===== config.mk =====
export PLATFORM = sky130hd
export DESIGN_NAME = serial_tx
export DESIGN_NICKNAME = d
export VERILOG_FILES = /design/src/rtl/serial_tx.sv
export SDC_FILE = /design/constraint.sdc
export NUM_CORES = 1
export LEC_CHECK = 0
export ABC_CLOCK_PERIOD_IN_PS = 1400
export CELL_PAD_IN_SITES_DETAIL_PLACEMENT = 1
export CELL_PAD_IN_SITES_GLOBAL_PLACEMENT = 2
export CORE_MARGIN = 2
export CORE_UTILIZATION = 31
export CTS_CLUSTER_DIAMETER = 80
export CTS_CLUSTER_SIZE = 30
export DETAILED_ROUTE_END_ITERATION = 8
export PLACE_DENSITY_LB_ADDON = 0.2
export SKIP_CTS_REPAIR_TIMING = 1
export SLEW_MARGIN = 20
export SYNTH_ARGS = -nofsm -noshare
export SYNTH_HDL_FRONTEND = slang
export SYNTH_SLANG_ARGS = --single-unit

===== constraint.sdc =====
create_clock -name clk -period 1.4 [get_ports clk]
set_clock_uncertainty 0.05 [all_clocks]
set_input_delay 0.14 -clock clk [delete_from_list [all_inputs] [get_ports clk]]
set_output_delay 0.14 -clock clk [all_outputs]
set_load 0.05 [all_outputs]

===== src/rtl/serial_tx.sv =====
// Serial transmitter: start bit, DATA_W data bits LSB first, optional even parity, stop bit.
// All outputs except tx_ready come straight from flops.
module serial_tx #(
    parameter int DATA_W       = 8,
    parameter int CLKS_PER_BIT = 4,
    parameter int PARITY_EN    = 1
) (
    input  logic              clk,
    input  logic              reset,
    input  logic [DATA_W-1:0] tx_data,
    input  logic              tx_valid,
    output logic              tx_ready,
    output logic              tx_out,
    output logic              busy,
    output logic              done
);

    localparam int CW = (CLKS_PER_BIT > 1) ? $clog2(CLKS_PER_BIT) : 1;
    localparam int IW = (DATA_W > 1) ? $clog2(DATA_W) : 1;
    localparam logic [CW-1:0] CNT_LAST = CW'(CLKS_PER_BIT - 1);
    localparam logic [IW-1:0] IDX_LAST = IW'(DATA_W - 1);

    typedef enum logic [2:0] {IDLE, START, DATA, PARITY, STOP} state_t;

    state_t            state;
    logic [CW-1:0]     cnt;
    logic [IW-1:0]     idx;
    logic [DATA_W-1:0] shreg;
    logic [DATA_W-1:0] shifted;
    logic              parity;
    logic              bit_end;

    assign bit_end  = (cnt == CNT_LAST);
    assign shifted  = shreg >> 1;
    // Gated by reset so the block never advertises readiness while held in reset.
    assign tx_ready = reset && (state == IDLE);

    always_ff @(posedge clk or negedge reset) begin
        if (!reset) begin
            state  <= IDLE;
            cnt    <= '0;
            idx    <= '0;
            shreg  <= '0;
            parity <= 1'b0;
            tx_out <= 1'b1;
            busy   <= 1'b0;
            done   <= 1'b0;
        end else begin
            done <= 1'b0;
            if (state != IDLE)
                cnt <= bit_end ? '0 : cnt + 1'b1;
            case (state)
                IDLE: begin
                    if (tx_valid) begin
                        state  <= START;
                        shreg  <= tx_data;
                        parity <= ^tx_data;
                        tx_out <= 1'b0;
                        busy   <= 1'b1;
                    end
                end
                START: begin
                    if (bit_end) begin
                        state  <= DATA;
                        tx_out <= shreg[0];
                    end
                end
                DATA: begin
                    if (bit_end) begin
                        if (idx == IDX_LAST) begin
                            idx <= '0;
                            if (PARITY_EN != 0) begin
                                state  <= PARITY;
                                tx_out <= parity;
                            end else begin
                                state  <= STOP;
                                tx_out <= 1'b1;
                            end
                        end else begin
                            idx    <= idx + 1'b1;
                            shreg  <= shifted;
                            tx_out <= shifted[0];
                        end
                    end
                end
                PARITY: begin
                    if (bit_end) begin
                        state  <= STOP;
                        tx_out <= 1'b1;
                    end
                end
                STOP: begin
                    if (bit_end) begin
                        state <= IDLE;
                        busy  <= 1'b0;
                        done  <= 1'b1;
                    end
                end
                default: state <= IDLE;
            endcase
        end
    end

endmodule


### Yosys cells after proc, flatten, opt, wreduce, memory -nomap -nowiden

Cells that the tools add are included.

* register bits: 20
* word-level logic and storage cells: 60

* $add $sub $neg: 2
* equality and inequality tests: 13
* multiplexer cells: 24
* reduce and logical (&&, ||, !) cells: 13

Operators by type and width (number)
* $mux W8: 3
* $mux W3: 7
* $pmux W8 S2: 1
* $pmux W3 S5: 1
* $ne A2 B2 Y1 const B: 7
* $mux W1: 9
* $reduce_xor A8 Y1: 1
* $eq A3 B2 Y1 const B: 2
* $eq A3 B3 Y1 const B: 2
* $reduce_and A6 Y1: 1
* $reduce_and A5 Y1: 1
* $pmux W1 S4: 1
* $reduce_and A2 Y1: 2
* $reduce_and A4 Y1: 1
* $reduce_bool A2 Y1: 2
* $reduce_bool A4 Y1: 1
* $add A3 B1 Y3 const B: 1
* $eq A3 B1 Y1 const B: 1
* $logic_not A3 Y1: 1
* $reduce_and A3 Y1: 1
* $reduce_bool A3 Y1: 1
* $add A2 B1 Y2 const B: 1
* $eq A2 B2 Y1 const B: 1
* $mux W2: 1
* 2 further kinds: 2

### Depth between registers and ports, before layout

* depth in word-level cells: 4
* gate-level depth with buffers: 7

### Least setup slack after synthesis

Ideal clock, no wire load.

* kind: register to register
* from: register idx[0]
* to: register shreg[0]
* library setup time: 0.131 ns
* data arrival time: 1.352 ns
* required time: 1.219 ns
* slack: -0.133 ns
* stages on the path, launching flop included: 8
* clock period less this slack: 1.533 ns
* cells stage by stage: dfrtp_1 -> ha_1 -> ha_1 -> and3b_1 -> o21ai_2 -> buf_4 -> nand2_1 -> o21ai_0

* longest elaborated chain between the ends: 3

RTL lines
* from (decl): RTL line 27 `logic [IW-1:0] idx;`
* from (signal assigned): RTL line 80 `idx <= idx + 1'b1;`
* $eq A3 B3 Y1: RTL line 70 `if (idx == IDX_LAST) begin`
* $ne A2 B2 Y1 (no line)
* $reduce_and A4 Y1 (no line)
* to (signal assigned): RTL line 56 `shreg <= tx_data;`
* to (signal assigned): RTL line 81 `shreg <= shifted;`
* to (decl): RTL line 28 `logic [DATA_W-1:0] shreg;`

Every way passes these cells.
A chain may end at the register's enable or synchronous reset.

### Final worst setup path

* from: register idx[0]
* to: register shreg[7]

Same word-level chain as after synthesis.

==> flow_metrics.env <==
export IMPL_status="complete, but fails checks"
export IMPL_violations="setup timing"
export IMPL_grtUsageTotal=0.130
export IMPL_numPortBuffers=14
export IMPL_critPathCaptureType="flop"
export IMPL_cts_tree="built"
export IMPL_nNetsFinal=143
export IMPL_path_clk_slew_ns=0.12
export IMPL_path_cells="ha_2, ha_4, and3b_2, o21ai_4, buf_12, a22o_1"
export IMPL_drv_slew=0
export IMPL_worst_pin_slew_ns=0.268
export IMPL_endpoint="shreg[7]$_DFFE_PN0P_"
export IMPL_regToRegSetupSlack_ns=-0.18
export IMPL_relSlewSlack=0.821
export IMPL_cellPowerDensity_nw_per_um2=1980
export IMPL_viasPerCell=4.49
export IMPL_numCtsBuffers=3
export IMPL_synthTopCellsByArea="dfrtp_1, mux2i_1, xnor2_1, nand2_1, o21ai_0"
export IMPL_ant_nets=0
export IMPL_synth_top_area_frac=0.449
export IMPL_startpoint_type="flop"
export IMPL_antenna_found_initial=0
export IMPL_n_antenna_cell=0
export IMPL_r2r_start="idx[0]$_DFFE_PN0P_"
export IMPL_critical_path_max_fanout=15
export IMPL_cts_sinks=20
export IMPL_syn_nets=112
export IMPL_final_setup_viol_count=10
export IMPL_chipWidth_um=62.5
export IMPL_final_setup_worst_slack_ns=-0.177
export IMPL_setup_tns_ns=-1.09
export IMPL_whs_ns=0.155
export IMPL_grt_pass1_wl_um=3950
export IMPL_drt_iter0_drc=16
export IMPL_finalCritPeriodShare=1.13
export IMPL_clk_latency_ns=0.31
export IMPL_cp_data_arrival_time_ns=1.74
export IMPL_placed_cells=165
export IMPL_syn_area_um2=1060
export IMPL_post_place_ws_ns=-0.310
export IMPL_drive_gt1_frac=0.383
export IMPL_worst_path_max_delay_cell="dfrtp_1"
export IMPL_maxCapViolCount=0
export IMPL_core_area_um2=3310
export IMPL_overflow=0
export IMPL_synth_seq_area_share=0.473
export IMPL_fillCellCount=368
export IMPL_rsz0062_at_grt="true"
export IMPL_path_class="flop to flop"
export IMPL_path_buf_inv=1
export IMPL_rows=21
export IMPL_gr_usage_met3=0.0198
export IMPL_finalNonFillerCells=174
export IMPL_routed_wl_um=2300
export IMPL_synth_seq_cells=20
export IMPL_hpwl_um=1730
export IMPL_worstRegToRegCells=6
export IMPL_cp_startpoint="idx[0]$_DFFE_PN0P_"
export IMPL_p_leak_uw=0.000667
export IMPL_max_freq_mhz=634
export IMPL_cts_buffer_depth=2
export IMPL_hold_viol=0
export IMPL_syn2layout_area_growth_pct=42.5
export IMPL_cts_root_buf="clkbuf_4"
export IMPL_hold_class="input pin to asynchronous set/reset pin"
export IMPL_grt_use_met2=0.208
export IMPL_worstSetupPathDepth=6
export IMPL_grt_max_degree=21
export IMPL_synth_cell_type_count=34
export IMPL_htree_num_levels=1
export IMPL_min_period_ns=1.58
export IMPL_grt_met1_usage=0.169
export IMPL_dr_pass1_iters=4
export IMPL_vdd_drop_max_v=0.000549
export IMPL_reg2reg_to="shreg[7]$_DFFE_PN0P_"
export IMPL_grt_busiest_layer="met2"
export IMPL_wl_per_cell_um=13.2
export IMPL_synth_top_area_cell="dfrtp_1"
export IMPL_gp_congestion=0.752
export IMPL_first_global_vias=834
export IMPL_vias=782
export IMPL_die_h_um=62.5
export IMPL_pin_count=15
export IMPL_required_ns=1.56
export IMPL_dieArea_um2=3900
export IMPL_slowest_delay_ns=0.41
export IMPL_initial_core_util=0.320
export IMPL_drc=0
export IMPL_cp_top_family="flip-flops"
export IMPL_syn_instance_count=98
export IMPL_avgSynthCellArea_um2=10.8
export IMPL_ys_warn_count=0
==> state kept, by name, indices dropped and copies added (netlist names) <==
register	flops
busy	1
cnt	2
done	1
idx	3
parity	1
shreg	8
state	3
tx_out	1
==> per-layer routing <==
metal	vias up	part of all wire
met2	10	0.50
met1	373	0.47
met5	-	0
met4	0	0.0083
li1	397	-
met3	2	0.024
==> layout by cell type, fill, tap and decap left out, types with 2 or more instances in the layout <==
cell type / instances
o21ai_1: 3
buf_6: 2
nand2_1: 11
buf_12: 5
mux2_4: 2
a21o_1: 2
mux2i_1: 8
xnor2_1: 7
nor2_1: 6
dfrtp_2: 3
o21ai_0: 5
clkbuf_4: 3
ha_2: 2
dfrtp_1: 16
clkdlybuf4s50_1: 10
buf_4: 15
==> logic make-up (layout without fill, tap and decap cells) <==
kind of cell,after synthesis,in the layout,share of synthesized area
compound gates,20,20,0.118
xor+xnor,8,8,0.0661
fa+ha+maj,3,3,0.0354
buf+inv,7,37,0.0508
flops,20,20,0.473
mux,11,11,0.111
simple gates,29,29,0.145
==> power by group <==
group          internal (µW)  switching (µW)  leakage (µW)  total (µW)
registers                834             201      0.000241        1030
clock network            159             191     0.0000210         349
logic                    866             748      0.000405        1610
==> final cells by class <==
| cell class | count | area, µm² | share of cell area |
|---|---|---|---|
| Multi-Input combinational cell | 71 | 572 | 0.379 |
| Timing Repair Buffer | 32 | 335 | 0.222 |
| Sequential cell | 20 | 505 | 0.335 |
| Clock buffer | 4 | 36.3 | 0.0240 |
| Inverter | 1 | 3.75 | 0.00249 |
| Tap cell | 46 | 57.6 | 0.0381 |
==> worst min path at each step <==
stage | end | depth (start not counted) | slack (ns)
global placement | shreg[3]$_DFFE_PN0P_ | 2 | 0.41
floorplan | busy$_DFFE_PN0P_ | 0 | -0.21
global route | done$_DFF_PN0_ | 2 | 0.18
finish | state[0]$_DFFE_PN0P_ | 2 | 0.15
detailed placement | shreg[2]$_DFFE_PN0P_ | 2 | 0.42
CTS | state[0]$_DFFE_PN0P_ | 2 | 0.15
==> Yosys cell counts <==
master and number:
o21bai_1 1, a311oi_1 1, buf_4 3, and3_1 1, nand2b_1 2, nor3b_2 1, o31ai_1 1, mux2_4 1
nor2_1 6, nor3_1 2, a21oi_1 2, xor2_1 1, and2_1 2, mux2i_1 8, o22ai_1 1, inv_1 1
buf_2 1, mux2_2 2, nand2_4 1, o21ai_0 8, ha_1 3, a21o_1 2, dfrtp_1 19, nor3_2 1
a22o_1 1, and3b_1 1, a211oi_1 1, o21ai_2 1, xnor2_1 7, nor2b_1 1, o21ai_1 1, nand2_1 11
dfstp_2 1, buf_6 2
==> per-stage QoR <==
step                utilization  total power, µW  area, µm²
floorplan                     -             1950       1080
global placement          0.412             2330       1360
detailed placement        0.412             2410       1360
CTS                       0.423             2770       1400
global route              0.456             3250       1510
finish                    0.456             3000       1510
(Power assumes the default switching activity.)
